**config.mk**
```make
export PLATFORM = sky130hd
export DESIGN_NAME = decode_queue_flat
export DESIGN_NICKNAME = d
export VERILOG_FILES = /design/src/rtl/decode_queue_if.sv /design/src/rtl/decode_queue.sv /design/src/flat_wrapper.sv
export SDC_FILE = /design/constraint.sdc
export NUM_CORES = 2
export LEC_CHECK = 0
export ABC_AREA = 1
export BUFFER_PORTS_ARGS = -buffer_cell sky130_fd_sc_hd__buf_2
export CAP_MARGIN = 20
export CORE_UTILIZATION = 50
export CTS_CLUSTER_DIAMETER = 120
export DETAILED_ROUTE_END_ITERATION = 12
export PLACE_DENSITY = 0.68
export SLEW_MARGIN = 40
export SYNTH_ARGS = -nofsm -noshare
export SYNTH_HDL_FRONTEND = slang
export SYNTH_SLANG_ARGS = --single-unit
```
**constraint.sdc**
```tcl
create_clock -name clock_i -period 68.9 [get_ports clock_i]
set_input_delay 6.89 -clock clock_i [delete_from_list [all_inputs] [get_ports clock_i]]
set_output_delay 6.89 -clock clock_i [all_outputs]
set_load 0.01 [all_outputs]
```
**src/rtl/decode_queue_if.sv**
```systemverilog
// Handshake bundle between the decode mux, the decode queue and dispatch.
// The queue uses the slave modport; the upstream/dispatch side uses master.
interface decode_queue_if #(
  parameter int unsigned depth      = 8,
  parameter int unsigned entryWidth = 295
) ();
  localparam int unsigned CountWidth = $clog2(depth) + 1;

  logic                  flush_i;
  logic                  enable_i;
  logic [entryWidth-1:0] entry_i;
  logic                  stall_o;
  logic                  valid_o;
  logic                  ready_i;
  logic [entryWidth-1:0] entry_o;
  logic [CountWidth-1:0] count_o;
  logic                  overflow_o;

  modport master (
    output flush_i, enable_i, entry_i, ready_i,
    input  stall_o, valid_o, entry_o, count_o, overflow_o
  );

  modport slave (
    input  flush_i, enable_i, entry_i, ready_i,
    output stall_o, valid_o, entry_o, count_o, overflow_o
  );
endinterface

```
**src/rtl/decode_queue.sv**
```systemverilog
// Circular decoded-instruction queue between the decode mux and dispatch.
// Define DECODE_QUEUE_STATS_EN to add the stallCycles_o / highWater_o statistics ports.
module decode_queue #(
  parameter int unsigned depth       = 8,
  parameter int unsigned stallMargin = 2,
  parameter int unsigned entryWidth  = 295
) (
  input  logic                    clock_i,
  input  logic                    reset_i,
  decode_queue_if.slave           q_if
`ifdef DECODE_QUEUE_STATS_EN
  ,
  output logic [31:0]             stallCycles_o,
  output logic [$clog2(depth):0]  highWater_o
`endif
);
  localparam int unsigned AddrWidth = $clog2(depth);
  localparam int unsigned PtrWidth  = AddrWidth + 1;

  logic [PtrWidth-1:0]   rd_ptr_q, rd_ptr_d;
  logic [PtrWidth-1:0]   wr_ptr_q, wr_ptr_d;
  logic [PtrWidth-1:0]   count_q, count_d;
  logic                  overflow_q, overflow_d;
  logic [entryWidth-1:0] storage_q [depth];

  logic full;
  logic valid;
  logic pop;
  logic push;
  logic stall;

  always_comb begin
    full  = (32'(count_q) == depth);
    valid = (count_q != '0);
    pop   = valid && q_if.ready_i;
    // A flush discards everything, so the same-cycle push never lands.
    push  = q_if.enable_i && (!full || pop) && !q_if.flush_i;
    stall = (32'(depth) - 32'(count_q)) <= 32'(stallMargin);
  end

  always_comb begin
    rd_ptr_d   = rd_ptr_q;
    wr_ptr_d   = wr_ptr_q;
    count_d    = count_q;
    overflow_d = overflow_q;
    if (q_if.flush_i) begin
      rd_ptr_d = '0;
      wr_ptr_d = '0;
      count_d  = '0;
    end else begin
      if (pop) begin
        rd_ptr_d = rd_ptr_q + PtrWidth'(1);
      end
      if (push) begin
        wr_ptr_d = wr_ptr_q + PtrWidth'(1);
      end
      case ({push, pop})
        2'b10:   count_d = count_q + PtrWidth'(1);
        2'b01:   count_d = count_q - PtrWidth'(1);
        default: count_d = count_q;
      endcase
      if (q_if.enable_i && full && !pop) begin
        overflow_d = 1'b1;
      end
    end
  end

  always_ff @(posedge clock_i) begin
    if (!reset_i) begin
      rd_ptr_q   <= '0;
      wr_ptr_q   <= '0;
      count_q    <= '0;
      overflow_q <= 1'b0;
    end else begin
      rd_ptr_q   <= rd_ptr_d;
      wr_ptr_q   <= wr_ptr_d;
      count_q    <= count_d;
      overflow_q <= overflow_d;
    end
  end

  // Storage is never reset; entry_o is only meaningful while valid_o is high.
  always_ff @(posedge clock_i) begin
    if (reset_i && push) begin
      storage_q[wr_ptr_q[AddrWidth-1:0]] <= q_if.entry_i;
    end
  end

  assign q_if.valid_o    = valid;
  assign q_if.entry_o    = storage_q[rd_ptr_q[AddrWidth-1:0]];
  assign q_if.count_o    = count_q;
  assign q_if.overflow_o = overflow_q;
  assign q_if.stall_o    = stall;

`ifdef DECODE_QUEUE_STATS_EN
  logic [31:0]         stall_cycles_q, stall_cycles_d;
  logic [PtrWidth-1:0] high_water_q, high_water_d;

  always_comb begin
    stall_cycles_d = stall_cycles_q;
    if (stall && (stall_cycles_q != '1)) begin
      stall_cycles_d = stall_cycles_q + 32'd1;
    end
    high_water_d = (count_q > high_water_q) ? count_q : high_water_q;
  end

  // Statistics survive a flush; only reset clears them.
  always_ff @(posedge clock_i) begin
    if (!reset_i) begin
      stall_cycles_q <= '0;
      high_water_q   <= '0;
    end else begin
      stall_cycles_q <= stall_cycles_d;
      high_water_q   <= high_water_d;
    end
  end

  assign stallCycles_o = stall_cycles_q;
  assign highWater_o   = high_water_q;
`endif
endmodule

```
**src/flat_wrapper.sv**
```systemverilog
// flat-port wrapper written by rule: the top's interface ports become plain ports
module decode_queue_flat 
#(
  parameter int unsigned depth       = 8,
  parameter int unsigned stallMargin = 2,
  parameter int unsigned entryWidth  = 295
)
  (clock_i, reset_i, q_if_flush_i, q_if_enable_i, q_if_entry_i, q_if_ready_i, q_if_stall_o, q_if_valid_o, q_if_entry_o, q_if_count_o, q_if_overflow_o);
  decode_queue_if #(.depth(depth), .entryWidth(entryWidth)) q_if_i ();
  input  logic clock_i;
  input  logic reset_i;
  input wire logic [$bits(q_if_i.flush_i)-1:0] q_if_flush_i;
  input wire logic [$bits(q_if_i.enable_i)-1:0] q_if_enable_i;
  input wire logic [$bits(q_if_i.entry_i)-1:0] q_if_entry_i;
  input wire logic [$bits(q_if_i.ready_i)-1:0] q_if_ready_i;
  output wire logic [$bits(q_if_i.stall_o)-1:0] q_if_stall_o;
  output wire logic [$bits(q_if_i.valid_o)-1:0] q_if_valid_o;
  output wire logic [$bits(q_if_i.entry_o)-1:0] q_if_entry_o;
  output wire logic [$bits(q_if_i.count_o)-1:0] q_if_count_o;
  output wire logic [$bits(q_if_i.overflow_o)-1:0] q_if_overflow_o;
  assign q_if_i.flush_i = q_if_flush_i;
  assign q_if_i.enable_i = q_if_enable_i;
  assign q_if_i.entry_i = q_if_entry_i;
  assign q_if_i.ready_i = q_if_ready_i;
  assign q_if_stall_o = q_if_i.stall_o;
  assign q_if_valid_o = q_if_i.valid_o;
  assign q_if_entry_o = q_if_i.entry_o;
  assign q_if_count_o = q_if_i.count_o;
  assign q_if_overflow_o = q_if_i.overflow_o;
  decode_queue #(.depth(depth), .stallMargin(stallMargin), .entryWidth(entryWidth)) u_core (.clock_i(clock_i), .reset_i(reset_i), .q_if(q_if_i));
endmodule
```
==> run_results.csv <==
group,metric,value,unit
place,gp_congestion,0.801,
synth,synthCells,6729,
timing,final-hold-violation-count,0,
drt,vias,55400,
global_route,grt_usage,22.8,%
global_route,grt_antenna_before_repair,80,
global_route,grt_pass1_vias,53400,
synth,synth_edf_count,2360,
clock_tree,clock_path_buffers,3,
synth,synthFlopType,"edfxtp_1",
global_route,grt_max_degree,179,
clock_tree,post-cts-setup-buffers,0,
synth,yosys.area.top_type,"edfxtp_1",
clock_tree,clock_latency,860,ps
drt,drtIter0Drc,4774,
clock_tree,cts_tree,"built",
timing,slew_headroom,38.5,%
global_route,globalRouteOverflowTotal,0,
synth,yosysSeqAreaShare,77.3,%
timing,fmax,81.2,MHz
cells_and_area,nets,7541,
synth,synth.most_common_cell,"edfxtp_1",
timing,setup_viol,0,
cells_and_area,stdcell_area,105000,sq um
drt,routed_wl,216000,microns
clock_tree,cts_buffers,229,
clock_tree,postCtsHoldBufs,0,
drt,routedWlPerCell,21.7,microns
clock_tree,cts_root_buf,"clkbuf_16",
synth,synthesis.nets,7036,
synth,synth-async-reset-ratio,0,%
cells_and_area,post-route-util,57.5,%
place,io_buffers,601,
worst_setup_path,startpoint_type,"flop",
worst_setup_path,cp.arrival,5430,ps
drt,final_antenna_net_count,0,
timing,fin_worst_skew,46.2,ps
power_and_ir_drop,peakVddDrop,27.8,uV
timing,worstMarginPinSlew,923,ps
synth,synth.area.top_cells,"edfxtp_1, o21ai_0, nor2_1",
hold_path,min_path_type,"reg2reg",
die,ios,602,
die,dieArea,186000,sq um
status,status,"finished clean",
worst_setup_path,crit_path_end_kind,"output port",
drt,drtPass1Iterations,6,
die,fp.coreArea,183000,sq um
clock_tree,cts_sinks,2374,
die,start_util,50.3,%
timing,setup_ws,56580,ps
synth,ys_ff_latch,2374,
power_and_ir_drop,p_leak,0.0355,uW
clock_tree,path_clk_slew,60,ps
die,fp.dieH,431,microns
timing,rsz0062_at_grt,"no",
clock_tree,cts_resized,0,
power_and_ir_drop,powerDensity,28.5,nW/um^2
timing,slew_violations,0,
die,fp.dieW,431,microns
drt,via_per_inst,5.58,
die,rows,157,
drt,drc,0,
cells_and_area,area_growth,14.2,%
synth,syn_area_per_cell,13.7,sq um
timing,fin_tns_setup,0,ps
worst_setup_path,cp_max_fo,110,
worst_setup_path,worst_ep_required_time,62010,ps
clock_tree,cts_max_level,4,
place,place_ws,57390,ps
global_route,grt_pass1_wl,324000,microns
cells_and_area,drive_above_1_share,13.8,%
timing,finalCritPeriodShare,17.9,%
synth,synthTopCellsByCount,"edfxtp_1, nor2_1, o21ai_0, nand2_1",
synth,synth.cell_area,92100,sq um
place,dpl-instance-area,97500,sq um
synth,synth_top_cell_area_share,77.0,%
run,max_cap_violations,0,
synth,ys_warn_count,0,
synth,ys_types,25,
place,hpwl,115000,microns
timing,finalCriticalPeriod,12320,ps
worst_setup_path,path_class,"reg2out",
-- stage by stage --
step / power [uW] / hold slack [ps] / instances
after detailed placement: 1790 / 462 / 9463
after floorplan: 1730 / 433 / 6729
final: 3000 / 473 / 9925
after global routing: 3090 / 505 / 9915
after CTS: 3020 / 473 / 9885
after global placement: 1780 / 436 / 9450
-- worst max-delay path, cell delays in order (launching register included) --
cell	delay (ps)
dfxtp_4	500
buf_4	340
buf_12	290
buf_12	300
buf_16	420
buf_12	430
buf_16	400
buf_6	620
o21ai_0	230
o22ai_1	210
nand2_1	70
nand2_1	140
buf_2	150
-- power by group --
part	leakage, uW	internal (uW)	switching, uW
sequential	0.0214	1600	2.60
clock	0.00363	712	528
combinational	0.0104	50.2	109
total	0.0355	2360	640
-- final timing paths --
check	cells after the start	from	end	slack, ps
setup / recovery	12	flop	q_if_entry_o[58]	56580
hold / removal	2	u_core.rd_ptr_q[2]	flop	470
setup reg to reg	11	u_core.q_if.count_o[0]	u_core.storage_q[3][160]	63740
hold reg to reg	2	u_core.rd_ptr_q[2]	flop	470
-- placed cells by master (no fill, tap or decap), types with 7 or more instances in the layout --
cell type     n
clkbuf_16   230
diode_2      36
buf_2       601
o21ai_1     164
buf_12       15
clkinv_2     31
bufinv_16    26
buf_6        37
a21oi_1      11
clkinv_1     56
o22ai_1     295
o21ai_0    1025
buf_4        32
ha_1          7
inv_1        18
buf_16       13
dfxtp_1      11
edfxtp_1   2360
mux2i_1     295
nor2_1     1188
nand2_1     902
nand3_1       7
clkbuf_1     54
-- routing by layer --
| layer | wire length, microns | global-route usage [%] | vias up |
|---|---|---|---|
| met5 | 337 | 0 | - |
| met4 | 8710 | 10.0 | 54 |
| met3 | 14700 | 4.70 | 468 |
| met2 | 107000 | 38.2 | 1795 |
| met1 | 85500 | 28.7 | 27400 |
| li1 | - | - | 25600 |
-- cell type report --
type                            count  area (sq um)
Antenna cell                       36          90.1
Clock buffer                      284          5960
Clock inverter                    138          1550
Fill cell                       14300         77900
Inverter                           20           100
Multi-Input combinational cell   3910         18900
Sequential cell                  2374         71200
Tap cell                         2464          3080
Timing Repair Buffer              699          4340
-- flip-flops by register name, indices dropped and copies added (netlist names), named ones only --
signal	count
u_core.wr_ptr_q	3
u_core.q_if.overflow_o	1
u_core.q_if.count_o	4
u_core.rd_ptr_q	3
u_core.storage_q	2360
-- logic make-up (layout without fill, tap and decap cells) --
kind of cell    Yosys count  in the layout  share of synthesized area, %
mux                     295            295                          3.21
compound gates         1497           1497                          8.54
flops                  2374           2374                          77.3
xor+xnor                  5              5                        0.0476
other cells               0             36                             0
simple gates           2106           2106                          8.60
fa+ha+maj                 7              7                        0.0951
buf+inv                 445           1141                          2.25
Note: power is estimated with default switching activity, not from simulation.
